==> config.mk <==
export PLATFORM = sky130hd
export DESIGN_NAME = ramb16_s18_bit_reader
export DESIGN_NICKNAME = d
export VERILOG_FILES = /design/src/rtl/ramb16_s18_bit_reader.sv
export SDC_FILE = /design/constraint.sdc
export NUM_CORES = 1
export LEC_CHECK = 0
export ABC_AREA = 0
export BUFFER_PORTS_ARGS = -buffer_cell sky130_fd_sc_hd__clkbuf_2
export CAP_MARGIN = 20
export CELL_PAD_IN_SITES_DETAIL_PLACEMENT = 2
export CELL_PAD_IN_SITES_GLOBAL_PLACEMENT = 2
export CORE_UTILIZATION = 30
export DETAILED_ROUTE_END_ITERATION = 10
export PLACE_DENSITY_LB_ADDON = 0.1
export SYNTH_ARGS = -nofsm -noshare
export SYNTH_HDL_FRONTEND = slang
export SYNTH_SLANG_ARGS = --single-unit
==> constraint.sdc <==
create_clock -name CLK -period 7.44 [get_ports CLK]
set_input_delay 0 -clock CLK [delete_from_list [all_inputs] [get_ports CLK]]
set_output_delay 0 -clock CLK [all_outputs]
set_load 0.01 [all_outputs]
==> src/rtl/ramb16_s18_bit_reader.sv <==
// ============================================================================
// Module      : ramb16_s18_bit_reader
// Description : Streams words from a 16+2-bit block-RAM read port as a serial
//               valid/ready bit stream, prefetching the next word to avoid gaps.
// Revision    : 1.0
// ============================================================================
`default_nettype none

module ramb16_s18_bit_reader #(
    parameter int   INCLUDE_PARITY = 1,
    parameter logic SRVAL_OUT      = 1'b0
) (
    input  logic        CLK,
    input  logic        SSR,
    input  logic        START,
    input  logic [9:0]  BASE_ADDR,
    input  logic [10:0] LEN,
    output logic [9:0]  ADDR,
    output logic        EN,
    input  logic [15:0] DO,
    input  logic [1:0]  DOP,
    output logic        DOUT,
    output logic        DOUT_VALID,
    input  logic        DOUT_READY,
    output logic        BUSY,
    output logic        DONE
);

    localparam int         C_BITS     = (INCLUDE_PARITY != 0) ? 18 : 16;
    localparam logic [4:0] C_LAST_BIT = 5'(C_BITS - 1);

    typedef enum logic [2:0] {
        S_IDLE   = 3'd0,
        S_FETCH  = 3'd1,
        S_LOAD   = 3'd2,
        S_SHIFT  = 3'd3,
        S_FINISH = 3'd4
    } state_t;

    state_t      state_q, state_d;
    logic [9:0]  addr_q, addr_d;
    logic        en_q, en_d;
    logic        pend_q, pend_d;
    logic [17:0] sh_q, sh_d;
    logic [4:0]  bit_q, bit_d;
    logic        valid_q, valid_d;
    logic        dout_q, dout_d;
    logic        busy_q, busy_d;
    logic        done_q, done_d;
    logic [17:0] hold_q, hold_d;
    logic        hold_valid_q, hold_valid_d;
    logic [10:0] words_left_q, words_left_d;
    logic [10:0] fetch_left_q, fetch_left_d;

    logic        w_xfer;
    logic        w_need_load;
    logic        w_have_word;
    logic        w_take_do;
    logic [17:0] w_word;

    always_comb begin
        state_d      = state_q;
        addr_d       = addr_q;
        en_d         = 1'b0;
        pend_d       = en_q;
        sh_d         = sh_q;
        bit_d        = bit_q;
        valid_d      = valid_q;
        busy_d       = busy_q;
        done_d       = 1'b0;
        hold_d       = hold_q;
        hold_valid_d = hold_valid_q;
        words_left_d = words_left_q;
        fetch_left_d = fetch_left_q;

        w_xfer      = valid_q & DOUT_READY;
        w_need_load = (state_q == S_LOAD) ||
                      ((state_q == S_SHIFT) && (!valid_q || (w_xfer && (bit_q == C_LAST_BIT))));
        w_have_word = hold_valid_q | pend_q;
        w_word      = hold_valid_q ? hold_q : {DOP, DO};
        // RAM data goes straight to the shift register only when nothing is parked
        w_take_do   = w_need_load && (words_left_q != 11'd0) && !hold_valid_q && pend_q;

        unique case (state_q)
            S_IDLE, S_FINISH: begin
                state_d = S_IDLE;
                if (START) begin
                    if (LEN == 11'd0) begin
                        state_d = S_FINISH;
                        done_d  = 1'b1;
                    end else begin
                        state_d      = S_FETCH;
                        en_d         = 1'b1;
                        addr_d       = BASE_ADDR;
                        busy_d       = 1'b1;
                        words_left_d = LEN;
                        fetch_left_d = LEN - 11'd1;
                    end
                end
            end
            S_FETCH: state_d = S_LOAD;
            S_LOAD, S_SHIFT: begin
                if (w_xfer && (bit_q != C_LAST_BIT)) begin
                    sh_d  = {1'b0, sh_q[17:1]};
                    bit_d = bit_q + 5'd1;
                end
                if (w_need_load) begin
                    if (words_left_q == 11'd0) begin
                        state_d = S_FINISH;
                        done_d  = 1'b1;
                        busy_d  = 1'b0;
                        valid_d = 1'b0;
                        bit_d   = 5'd0;
                    end else if (w_have_word) begin
                        state_d      = S_SHIFT;
                        sh_d         = w_word;
                        bit_d        = 5'd0;
                        valid_d      = 1'b1;
                        words_left_d = words_left_q - 11'd1;
                        hold_valid_d = 1'b0;
                        // Prefetch only while the holding register is free
                        if (fetch_left_q != 11'd0) begin
                            en_d         = 1'b1;
                            addr_d       = addr_q + 10'd1;
                            fetch_left_d = fetch_left_q - 11'd1;
                        end
                    end else begin
                        valid_d = 1'b0;
                        bit_d   = 5'd0;
                    end
                end
            end
            default: state_d = S_IDLE;
        endcase

        if (pend_q && !w_take_do) begin
            hold_d       = {DOP, DO};
            hold_valid_d = 1'b1;
        end

        dout_d = valid_d ? sh_d[0] : SRVAL_OUT;
    end

    always_ff @(posedge CLK) begin
        if (SSR) begin
            state_q      <= S_IDLE;
            addr_q       <= 10'd0;
            en_q         <= 1'b0;
            pend_q       <= 1'b0;
            sh_q         <= 18'd0;
            bit_q        <= 5'd0;
            valid_q      <= 1'b0;
            dout_q       <= SRVAL_OUT;
            busy_q       <= 1'b0;
            done_q       <= 1'b0;
            hold_q       <= 18'd0;
            hold_valid_q <= 1'b0;
            words_left_q <= 11'd0;
            fetch_left_q <= 11'd0;
        end else begin
            state_q      <= state_d;
            addr_q       <= addr_d;
            en_q         <= en_d;
            pend_q       <= pend_d;
            sh_q         <= sh_d;
            bit_q        <= bit_d;
            valid_q      <= valid_d;
            dout_q       <= dout_d;
            busy_q       <= busy_d;
            done_q       <= done_d;
            hold_q       <= hold_d;
            hold_valid_q <= hold_valid_d;
            words_left_q <= words_left_d;
            fetch_left_q <= fetch_left_d;
        end
    end

    assign ADDR       = addr_q;
    assign EN         = en_q;
    assign DOUT       = dout_q;
    assign DOUT_VALID = valid_q;
    assign BUSY       = busy_q;
    assign DONE       = done_q;

endmodule

`default_nettype wire

After elaboration in Yosys (flattened, before gate mapping)
Index checks and enable logic that the tools add are counted.
{"block": "totals", "out_inout_bits": 15, "latch_bits": 0, "memories": 0, "ff_bits": 83, "elab_cells": 129, "ram_bits": 0, "mem_bits_ro": 0}
{"block": "op_classes", "add_sub_neg": 5, "n_div": 0, "n_reduce_logical": 31, "n_lt_le_gt_ge": 0, "mul": 0, "muxes": 60, "shift": 0, "n_bitwise": 3, "eq_ne": 15}
{"cell": "two-way mux 11 bit", "count": 11}
{"cell": "two-way mux 18 bit", "count": 5}
{"cell": "two-way mux 10 bit", "count": 6}
{"cell": "one-hot mux 11 bit (2 select lines)", "count": 2}
{"cell": "subtractor 11 x 1 -> 11 bit, second input constant", "count": 3}
{"cell": "two-way mux 1 bit", "count": 24}
{"cell": "zero test 11 bit", "count": 2}
{"cell": "nonzero test 11 bit", "count": 2}
{"cell": "one-hot mux 10 bit (2 select lines)", "count": 1}
{"cell": "two-way mux 3 bit", "count": 5}
{"cell": "!= test 2 bit, second input constant", "count": 7}
{"cell": "adder 10 x 1 -> 10 bit, second input constant", "count": 1}
{"cell": "two-way mux 5 bit", "count": 2}
{"cell": "nonzero test 2 bit", "count": 5}
{"cell": "one-hot mux 3 bit (3 select lines)", "count": 1}
{"cell": "logical AND 1 bit", "count": 7}
{"cell": "AND reduction 7 bit", "count": 1}
{"cell": "equality test 3 x 2 -> 1 bit, second input constant", "count": 2}
{"cell": "one-hot mux 1 bit (2 select lines)", "count": 3}
{"cell": "AND reduction 6 bit", "count": 1}
{"cell": "OR reduction 2 bit", "count": 3}
{"cell": "adder 5 x 1 -> 5 bit, second input constant", "count": 1}
{"cell": "equality test 5 bit, second input constant", "count": 1}
{"cell": "!= test 5 bit, second input constant", "count": 1}
{"cell": "other kinds (13)", "count": 17}

Depth between registers and ports, before layout
Gate-level depths: netlist of the first run.
{"block": "logic_depth", "depth_word": 12, "depth_mapped": 12}

Worst setup path after synthesis of the first run
No wires, ideal clock.
{"block": "synth_timing", "kind": "reg2reg", "startpoint": "register state_q[1]", "endpoint": "register fetch_left_q[8]", "synth_period_minus_slack_ns": 2.488, "setup_slack_ns": 4.952, "path_stages_with_launch": 13, "setup_time_ns": 0.132, "required_ns": 7.308, "arrival_ns": 2.356, "cell_sequence": "dfxtp_1 nand2b_1 clkbuf_1 buf_1 clkbuf_1 nand2_1 a21boi_0 ha_1 o211ai_1 nor4b_1 nor2_1 a41oi_1 a21oi_1"}
{"block": "synth_between", "elab_chain_cells": 5, "elab_cells_between_ends": 17, "classes_between": "9 x eq/ne; 1 x mux; 7 x reduce/logical"}
{"item": "from (decl)", "line_no": "40", "source": "state_t state_q, state_d;"}
{"item": "from (signal assigned)", "line_no": "161", "source": "state_q <= state_d;"}
{"item": "equality test 3 x 2 -> 1 bit", "line_no": "78, 84"}
{"item": "logical AND 1 bit", "line_no": "78", "source": "((state_q == S_SHIFT) && (!valid_q || (w_xfer && (bit_q == C_LAST_BIT))));"}
{"item": "logical OR 1 bit", "line_no": "77", "source": "w_need_load = (state_q == S_LOAD) ||"}
{"item": "!= test 2 bit (no source line)"}
{"item": "AND reduction 7 bit (no source line)"}
{"item": "to (signal assigned)", "line_no": "174", "source": "fetch_left_q <= fetch_left_d;"}
{"item": "to (decl)", "line_no": "53", "source": "logic [10:0] fetch_left_q, fetch_left_d;"}
Several ways; a longest one is shown, not always the timed one.
A chain may end at the register's enable or synchronous reset.

Worst setup path in the final report of the first run
{"block": "layout_timing", "startpoint": "register state_q[2]", "endpoint": "register fetch_left_q[8]"}
Same word-level chain as after synthesis.

==> results of run 1 <==
[placed cells by master, fill, tap and decap left out, types with 6 or more instances in the layout]
cell type / netlist / layout
dfxtp_1: 83 / 83
nand2_1: 65 / 65
nor2_1: 60 / 59
clkbuf_2: 0 / 57
a21oi_1: 53 / 53
mux2i_1: 41 / 41
o21ai_0: 25 / 25
nor3_1: 24 / 24
dlygate4sd3_1: 0 / 21
mux2_2: 16 / 16
o211ai_1: 11 / 11
inv_1: 10 / 10
clkbuf_16: 0 / 9
buf_4: 1 / 8
or3_1: 7 / 7
a22oi_1: 7 / 7
nor2b_1: 6 / 6
a211oi_1: 6 / 6
[what timing repair did]
item / CTS / global route
setup buffers: 0 / 0
hold buffers: 21 / 0
endpoints found under the hold margin: 21 / 0
setup endpoints to repair: 0 / 0
[synth_stat cells (4+ instances only)]
library cell	number	share of area [%]
dfxtp_1	83	36
nand2_1	65	5.3
nor2_1	60	4.9
a21oi_1	53	5.8
mux2i_1	41	8.9
o21ai_0	25	2.7
nor3_1	24	2.6
clkbuf_1	17	1.4
mux2_2	16	3.9
o211ai_1	11	1.8
inv_1	10	0.82
a22oi_1	7	1.1
buf_6	7	1.7
or3_1	7	0.95
a211oi_1	6	0.98
buf_2	6	0.65
nor2b_1	6	0.82
a221oi_1	5	0.95
ha_1	5	1.4
nand3_1	5	0.55
nor4_1	5	0.68
and2_1	4	0.55
o32ai_1	4	0.76
[worst paths after layout]
path	slack, ps	to	from
worst max-delay path	3910	fetch_left_q[8]$_SDFFE_PP0P_	state_q[2]$_SDFFE_PP0P_
worst min-delay path	20	ADDR[3]$_SDFFE_PP0P_	BASE_ADDR[3]
worst max register to register	3910	fetch_left_q[8]$_SDFFE_PP0P_	state_q[2]$_SDFFE_PP0P_
worst min register to register	480	sh_q[16]$_SDFFE_PP0N_	sh_q[16]$_SDFFE_PP0N_
[cell type report]
| class | instances | area [sq um] | share of cell area (%) |
|---|---|---|---|
| Clock buffer | 12 | 256 | 4.71 |
| Clock inverter | 4 | 48.8 | 0.896 |
| Inverter | 10 | 37.5 | 0.689 |
| Multi-Input combinational cell | 419 | 2650 | 48.7 |
| Sequential cell | 83 | 1660 | 30.5 |
| Tap cell | 184 | 230 | 4.23 |
| Timing Repair Buffer | 86 | 556 | 10.2 |
[metal layers]
layer	track usage, %	up-vias	routed length (um)
met2	33.7	67	7020
li1	-	2113	-
met3	3.44	13	417
met1	23.9	2154	6850
met5	0	-	0
met4	5.74	0	183
[cell families after synthesis]
| kind of cell | after synthesis | synth area share (%) |
|---|---|---|
| and+or+nand+nor | 203 | 21.0 |
| AOI/OAI and AO/OA | 148 | 21.3 |
| DFF | 83 | 36.2 |
| muxes | 57 | 12.9 |
| buffers and inverters | 48 | 6.00 |
| xor gates and xnor gates | 6 | 1.15 |
| adders and majority gates | 5 | 1.36 |
[critical path, stage by stage (launching register included)]
cell      delay (ps)
dfxtp_1          390
nand2b_2         690
buf_4            540
mux2_2           430
inv_1             90
ha_1             240
o211ai_1         140
nor4b_1          470
a21oi_1          130
o21ai_0          160
a21oi_1           80
[sequential cells by signal (all words and copies together), names as in the netlist, 3 cells and up]
signal,count
words_left_q,11
state_q,3
bit_q,5
hold_q,18
sh_q,18
fetch_left_q,11
ADDR,10
[power by group through the flow]
stage,Combinational [mW],Sequential [mW],Clock (mW)
3_5_place_dp,0.601,0.595,0
2_1_floorplan,0.439,0.580,0
6_report,0.603,0.586,0.473
3_3_place_gp,0.582,0.590,0
5_1_grt,0.667,0.597,0.504
4_1_cts,0.614,0.586,0.487
[per-stage QoR]
step	hold WS (ps)	power (mW)	std cells	worst slack, ps	instance area [sq um]
floorplan	144	1.02	550	4950	4590
global placement	245	1.17	761	4070	4930
detailed placement	260	1.20	761	3880	4930
CTS	15.8	1.69	798	3850	5440
global route	25.9	1.77	798	3590	5440
finish	21.6	1.66	798	3910	5440
==> results.toml, run 1 <==
[pwr]
ir_drop_v = 0.0000992
comb_power_share_pct = 36.3
internal-power_mw = 1.02
leakagePower_nw = 2.14
power.density_nw_per_um2 = 305
pwr-share-clk_pct = 28.5
pwr-share-seq_pct = 35.3
power.share.switching_pct = 38.8
p_sw_mw = 0.645

[sta]
worst_pin_slew_ps = 960
min_period_ps = 3530
fmax_mhz = 284
hold_viol = 0
slew_headroom_pct = 36.0
setup_viol_count_final = 0
rsz0062_at_grt = "no"
finalSetupTns_ps = 0
min_period_over_period_pct = 47.4
report.final.slew_viol_count = 0
skew_ps = 9.75

[clocking]
cts_tree = "done"
numCtsBuffers = 9
post_cts_resized = 0
clock_path_buffers = 2
clk_pin_slew_ps = 70
clk_latency_ps = 350
cts_root_buf = "clkbuf_16"
h-tree-depth = 3
cts_num_sinks = 83

[global_routing]
grt_pass1_wl_um = 24100
track_usage_pct = 19.2
grt_max_degree = 83
grt_overflow = 0
antenna_found_initial = 0
first_global_vias = 4685

[min_path]
hold_depth = 3
hp-class = "in -> reg"

[placed_design]
dpl.hpwl_um = 10100
finalWeightedCongestion = 0.796
portBuffers = 57

[synthesis]
synth_flop_cell = "dfxtp_1"
synth_seq_cells = 83
synth_warnings = 0
postSynthAreaPerCell_sq_um = 8.34
synth_edf_count = 0
yosys.cell_types.count = 71
postSynthCellCount = 550
synthArstFlopShare_pct = 0
mappedNetlistArea_sq_um = 4590
yosysSeqAreaShare_pct = 36.2
synth_fp_nets = 598

[finish]
area_delta_synth_final_pct = 18.7
antenna_cells = 0
nets = 657
final_util_pct = 37.0
drive_above_1_share_pct = 18.9
fill_cells = 1664

[die]
die_h_um = 126
die_x_um = 126
die_area_sq_um = 15800
rows = 44
start_util_pct = 31.2
core-area_sq_um = 14700
ios = 58

[drt]
viasPerCell = 5.45
first_pass_iters = 7
ant_nets = 0
drt_iter0_markers = 158
routed_wl_um = 14500
wl_per_cell_um = 18.1
drc = 4
vias = 4347

[run]
drv_cap = 0

[worst_setup_path]
end_kind = "register"
criticalPathCategory = "reg -> reg"
arrival_ps = 3710
r2r_cells = 10
worstPathRequired_ps = 7630
cp-start-kind = "register"
critPathMaxFanout = 41

[status]
violations = "DRC"
status = "finished with violations"
(Power assumes the default switching activity.)
==> run 2: changes to the inputs <==
==> constraint.sdc (replaced) <==
create_clock -name CLK -period 3.5 [get_ports CLK]
set_input_delay 0 -clock CLK [delete_from_list [all_inputs] [get_ports CLK]]
set_output_delay 0 -clock CLK [all_outputs]
set_load 0.01 [all_outputs]
==> results.toml, run 2 (synthesis gave the netlist of run 1 again) <==
[finish]
finalInstanceArea_sq_um = 5510
final_cell_mix = "83 x dfxtp_1, 65 x nand2_1, 59 x nor2_1, 57 x clkbuf_2, 53 x a21oi_1"
drive_above_1_share_pct = 19.2
nets = 665
fin_cells = 805
largestRegisters = "hold_q x18, sh_q x18"
antenna_cells = 0
final_common_cell = "dfxtp_1"
area_delta_synth_final_pct = 20.1

[run]
drv_cap = 0

[drt]
routed_wl_um = 14800
vias = 4384
ant_nets = 0
wl_per_cell_um = 18.3
drt_iter0_markers = 160
first_pass_iters = 7
drc = 4
viasPerCell = 5.45

[min_path]
holdPathEnd = "ADDR[8]$_SDFFE_PP0P_"
hold_depth = 3
hp-class = "in -> reg"
hold_start = "BASE_ADDR[8]"

[placed_design]
portBuffers = 57
placed_area_sq_um = 4970
finalWeightedCongestion = 0.813
dpl.hpwl_um = 10300
pre_cts_ws_ps = 727
dp_cells = 766

[worst_setup_path]
worstPathRequired_ps = 3720
r2r_cells = 8
criticalPathCategory = "reg -> reg"
reg2reg_slack_ps = 730
end_kind = "register"
cp-start-kind = "register"
arrival_ps = 2990
r2r-end = "fetch_left_q[3]$_SDFFE_PP0P_"
critPathMaxFanout = 18
r2r-start = "words_left_q[0]$_SDFFE_PP0P_"

[pwr]
pwr-share-seq_pct = 35.4
internal-power_mw = 2.17
pwr-share-clk_pct = 27.8
leakagePower_nw = 2.17
power.density_nw_per_um2 = 638
p_sw_mw = 1.34
comb_power_share_pct = 36.8
ir_drop_v = 0.000233
power.share.switching_pct = 38.2

[sta]
slew_headroom_pct = 16.8
fin_ws_ps = 732
skew_ps = 6.31
fmax_mhz = 361
worst_pin_slew_ps = 1250
finalSetupTns_ps = 0
holdWs_ps = 10.8
hold_viol = 0
rsz0062_at_grt = "no"
setup_viol_count_final = 0
min_period_over_period_pct = 79.1
min_period_ps = 2770
report.final.slew_viol_count = 0

[clocking]
clk_latency_ps = 340
clk_pin_slew_ps = 60
post_cts_resized = 0
h-tree-depth = 3
cts_tree = "done"
cts_setup_buffers = 0
numCtsBuffers = 9
cts_root_buf = "clkbuf_16"
clock_path_buffers = 2
cts_num_sinks = 83

[die]
die_h_um = 126
ios = 58
rows = 44
die_area_sq_um = 15800
start_util_pct = 31.2
core-area_sq_um = 14700
die_x_um = 126

[global_routing]
grt_overflow = 0
grt_pass1_wl_um = 24300
first_global_vias = 4701
track_usage_pct = 19.7
antenna_found_initial = 0
grt_max_degree = 77

[status]
violations = "DRC"
status = "finished with violations"
==> run 2: metrics by stage <==
step / utilization [%] / total power, mW
floorplan: - / 2.17
global placement: 33.7 / 2.50
detailed placement: 33.8 / 2.55
CTS: 37.5 / 3.58
global route: 37.5 / 3.77
finish: 37.5 / 3.52
==> run 2: repair_timing <==
item,CTS,global route
hold buffers,24,0
hold endpoints to repair,24,0
setup endpoints to repair,0,0
==> run 2: worst max-delay path by stage <==
| stage | start | end | slack [ps] | depth (start not counted) |
|---|---|---|---|---|
| floorplan | state_q[1]$_SDFFE_PP0P_ | fetch_left_q[8]$_SDFFE_PP0P_ | 1010 | 12 |
| global placement | words_left_q[0]$_SDFFE_PP0P_ | fetch_left_q[3]$_SDFFE_PP0P_ | 810 | 8 |
| detailed placement | words_left_q[0]$_SDFFE_PP0P_ | fetch_left_q[3]$_SDFFE_PP0P_ | 730 | 8 |
| CTS | words_left_q[0]$_SDFFE_PP0P_ | fetch_left_q[3]$_SDFFE_PP0P_ | 690 | 8 |
| global route | bit_q[0]$_SDFFE_PP0P_ | words_left_q[6]$_SDFFE_PP0P_ | 460 | 7 |
| finish | words_left_q[0]$_SDFFE_PP0P_ | fetch_left_q[3]$_SDFFE_PP0P_ | 730 | 8 |
==> run 2: area by class of cell <==
cell class                 count  area (sq um)
sequential                    83          1660
clock buffer                  13           260
inverter                      10          37.5
clock inverter                 2          35.0
fill                        1646          9190
timing repair buffer          94           631
multi-input combinational    419          2650
tap                          184           230
==> run 2: critical path, stage by stage (launching register included) <==
cell	delay (ps)
dfxtp_1	320
inv_1	90
ha_1	210
or4b_4	510
o41ai_2	480
a21oi_2	100
o21a_1	480
a311oi_1	370
nor3_1	70
==> run 2: power groups by stage <==
stage | Clock (mW) | Sequential (mW) | Combinational, mW
2_1_floorplan | 0 | 1.23 | 0.934
3_3_place_gp | 0 | 1.26 | 1.24
3_5_place_dp | 0 | 1.27 | 1.29
4_1_cts | 1.02 | 1.25 | 1.32
5_1_grt | 1.06 | 1.27 | 1.44
6_report | 0.979 | 1.24 | 1.29
==> run 2: per-layer routing <==
| metal | vias up | track usage (%) | wire, um |
|---|---|---|---|
| li1 | 2136 | - | - |
| met1 | 2165 | 23.5 | 6620 |
| met2 | 64 | 36.1 | 7570 |
| met3 | 19 | 2.55 | 322 |
| met4 | 0 | 7.03 | 257 |
| met5 | - | 0 | 0 |
==> run 3: changes to the inputs <==
--- a/config.mk
+++ b/config.mk
@@ -5,7 +5,7 @@
 export SDC_FILE = /design/constraint.sdc
 export NUM_CORES = 1
 export LEC_CHECK = 0
-export ABC_AREA = 0
+export ABC_AREA = 1
 export BUFFER_PORTS_ARGS = -buffer_cell sky130_fd_sc_hd__clkbuf_2
 export CAP_MARGIN = 20
 export CELL_PAD_IN_SITES_DETAIL_PLACEMENT = 2
==> constraint.sdc (replaced) <==
create_clock -name CLK -period 2.7 [get_ports CLK]
set_input_delay 0 -clock CLK [delete_from_list [all_inputs] [get_ports CLK]]
set_output_delay 0 -clock CLK [all_outputs]
set_load 0.01 [all_outputs]
==> results.toml, run 3 <==
[placed_design]
pre_cts_ws_ps = 293
dp_cells = 1042
dpl.hpwl_um = 13000
finalWeightedCongestion = 0.865
portBuffers = 57

[synthesis]
synth_seq_cells = 83
synth_top_cell_area_share_pct = 33.7
synth.most_common_cell = "nand2_1"
mappedNetlistArea_sq_um = 4930
ys_top_cells_by_area = "dfxtp_1 34%, nand2_1 19%, nor2_1 8.9%"
yosysTopAreaCell = "dfxtp_1"
synth_fp_nets = 843
synth_common_cells = "256 x nand2_1, 117 x nor2_1, 83 x dfxtp_1"
synth_warnings = 0
yosysSeqAreaShare_pct = 33.7
postSynthAreaPerCell_sq_um = 6.20
yosys.cell_types.count = 41
synth_flop_cell = "dfxtp_1"
synthArstFlopShare_pct = 0
postSynthCellCount = 795
synth_edf_count = 0

[global_routing]
first_global_vias = 5839
track_usage_pct = 23.2
grt_pass1_wl_um = 30100
grt_max_degree = 46
antenna_found_initial = 0
grt_overflow = 0

[sta]
slew_headroom_pct = 64.3
fmax_mhz = 431
rsz0062_at_grt = "no"
skew_ps = 9.89
min_period_over_period_pct = 86.0
setup_viol_count_final = 0
fin_ws_ps = 377
worst_pin_slew_ps = 536
min_period_ps = 2320
hold_viol = 0
report.final.slew_viol_count = 0
finalSetupTns_ps = 0

[drt]
viasPerCell = 4.97
vias = 5354
wl_per_cell_um = 17.0
routed_wl_um = 18300
ant_nets = 0
first_pass_iters = 4
drt_iter0_markers = 209
drc = 0

[clocking]
post_cts_resized = 0
h-tree-depth = 3
clk_latency_ps = 360
cts_tree = "done"
clk_pin_slew_ps = 70
cts_num_sinks = 83
clock_path_buffers = 2
cts_root_buf = "clkbuf_16"
numCtsBuffers = 9

[finish]
fin_cells = 1077
largestRegisters = "hold_q x18, sh_q x18"
area_delta_synth_final_pct = 18.7
fill_cells = 1997
nets = 904
final_cell_mix = "256 x nand2_1, 117 x nor2_1, 83 x dfxtp_1, 70 x nand3_1, 61 x inv_1"
antenna_cells = 0
final_common_cell = "nand2_1"
drive_above_1_share_pct = 13.7
final_util_pct = 36.7

[pwr]
power.density_nw_per_um2 = 998
ir_drop_v = 0.000372
power.total_mw = 5.84
leakagePower_nw = 2.72

[min_path]
hold_start = "BASE_ADDR[2]"
hp-class = "in -> reg"
hold_depth = 5
holdPathEnd = "ADDR[2]$_SDFFE_PP0P_"

[worst_setup_path]
criticalPathCategory = "reg -> reg"
arrival_ps = 2570
reg2reg_slack_ps = 380
critPathMaxFanout = 21
crit_path_start = "bit_q[0]$_SDFFE_PP0P_"
end_kind = "register"
r2r_cells = 12
r2r-end = "fetch_left_q[0]$_SDFFE_PP0P_"
cp-start-kind = "register"
r2r-start = "bit_q[0]$_SDFFE_PP0P_"
worstPathRequired_ps = 2940

[status]
status = "completed"

[die]
start_util_pct = 30.9
die_area_sq_um = 17000
die_x_um = 130
core-area_sq_um = 15900
rows = 46
ios = 58
die_h_um = 130

[run]
drv_cap = 0
==> run 3: cell count changes in the layout (fill, tap and decap cells not counted), sizes merged, moves of 12 or more <==
cell,change
a21oi,-12
inv,+62
mux2,-16
mux2i,-34
nand2,+203
nand3,+68
nor2,+64
nor3,-19
o21ai,+23
==> run 3: worst max-delay path by stage <==
stage	cells past startpoint	slack, ps	end
floorplan	14	940	fetch_left_q[8]$_SDFFE_PP0P_
global placement	12	360	fetch_left_q[0]$_SDFFE_PP0P_
detailed placement	12	290	fetch_left_q[0]$_SDFFE_PP0P_
CTS	12	300	fetch_left_q[0]$_SDFFE_PP0P_
global route	13	70	fetch_left_q[0]$_SDFFE_PP0P_
finish	12	380	fetch_left_q[0]$_SDFFE_PP0P_
==> run 3: power breakdown <==
part | internal, mW | total, mW | switching [mW]
Sequential | 1.51 | 1.78 | 0.273
Clock | 0.771 | 1.33 | 0.555
Combinational | 0.829 | 2.73 | 1.90
Total | 3.11 | 5.84 | 2.73
==> run 3: metrics by stage <==
stage	instance area, sq um	hold WS (ps)
5_1_grt	5850	26.8
6_report	5850	3.58
3_5_place_dp	5360	285
3_3_place_gp	5360	271
2_1_floorplan	4930	165
4_1_cts	5850	0.555
==> run 3: logic make-up (layout without fill, tap and decap cells) <==
group           after synthesis  in the layout  share of synthesized area, %
xor+xnor                      9              9                          1.60
buf+inv                     107            173                          9.44
fa+ha+maj                     5              5                          1.27
mux                           7              7                          1.42
compound gates              102            102                          10.7
flops                        83             83                          33.7
simple gates                482            482                          41.9
==> run 3: cell type report <==
cell class                 instances  area [sq um]  area share (%)
clock buffer                      13           260            4.45
clock inverter                     3          46.3           0.791
inverter                          73           274            4.68
multi-input combinational        605          2810            47.9
sequential                        83          1660            28.4
tap                              216           270            4.62
timing repair buffer              84           536            9.15
==> run 3: layer usage <==
| layer | GRT usage (%) | up-vias | share of wire (%) |
|---|---|---|---|
| met2 | 39.1 | 84 | 47 |
| met1 | 30.6 | 2621 | 48 |
| met4 | 8.55 | 0 | 2.0 |
| met5 | 0 | - | 0 |
| met3 | 2.46 | 21 | 3.1 |
| li1 | - | 2628 | - |
==> run 3: worst max-delay path, cell delays in order (launching register included) <==
cell and delay, ps:
dfxtp_1 390, ha_1 170, nand2_1 70, inv_1 80
nand3_1 90, nand2_1 140, nand2_2 110, nand2_8 120
nand3_2 130, nand2_2 350, inv_2 280, nor2_1 220
nor2_1 70
==> run 3: timing repair <==
item	in CTS	in global routing
endpoints found under the hold margin	19	0
setup buffers	0	0
hold buffers	19	0
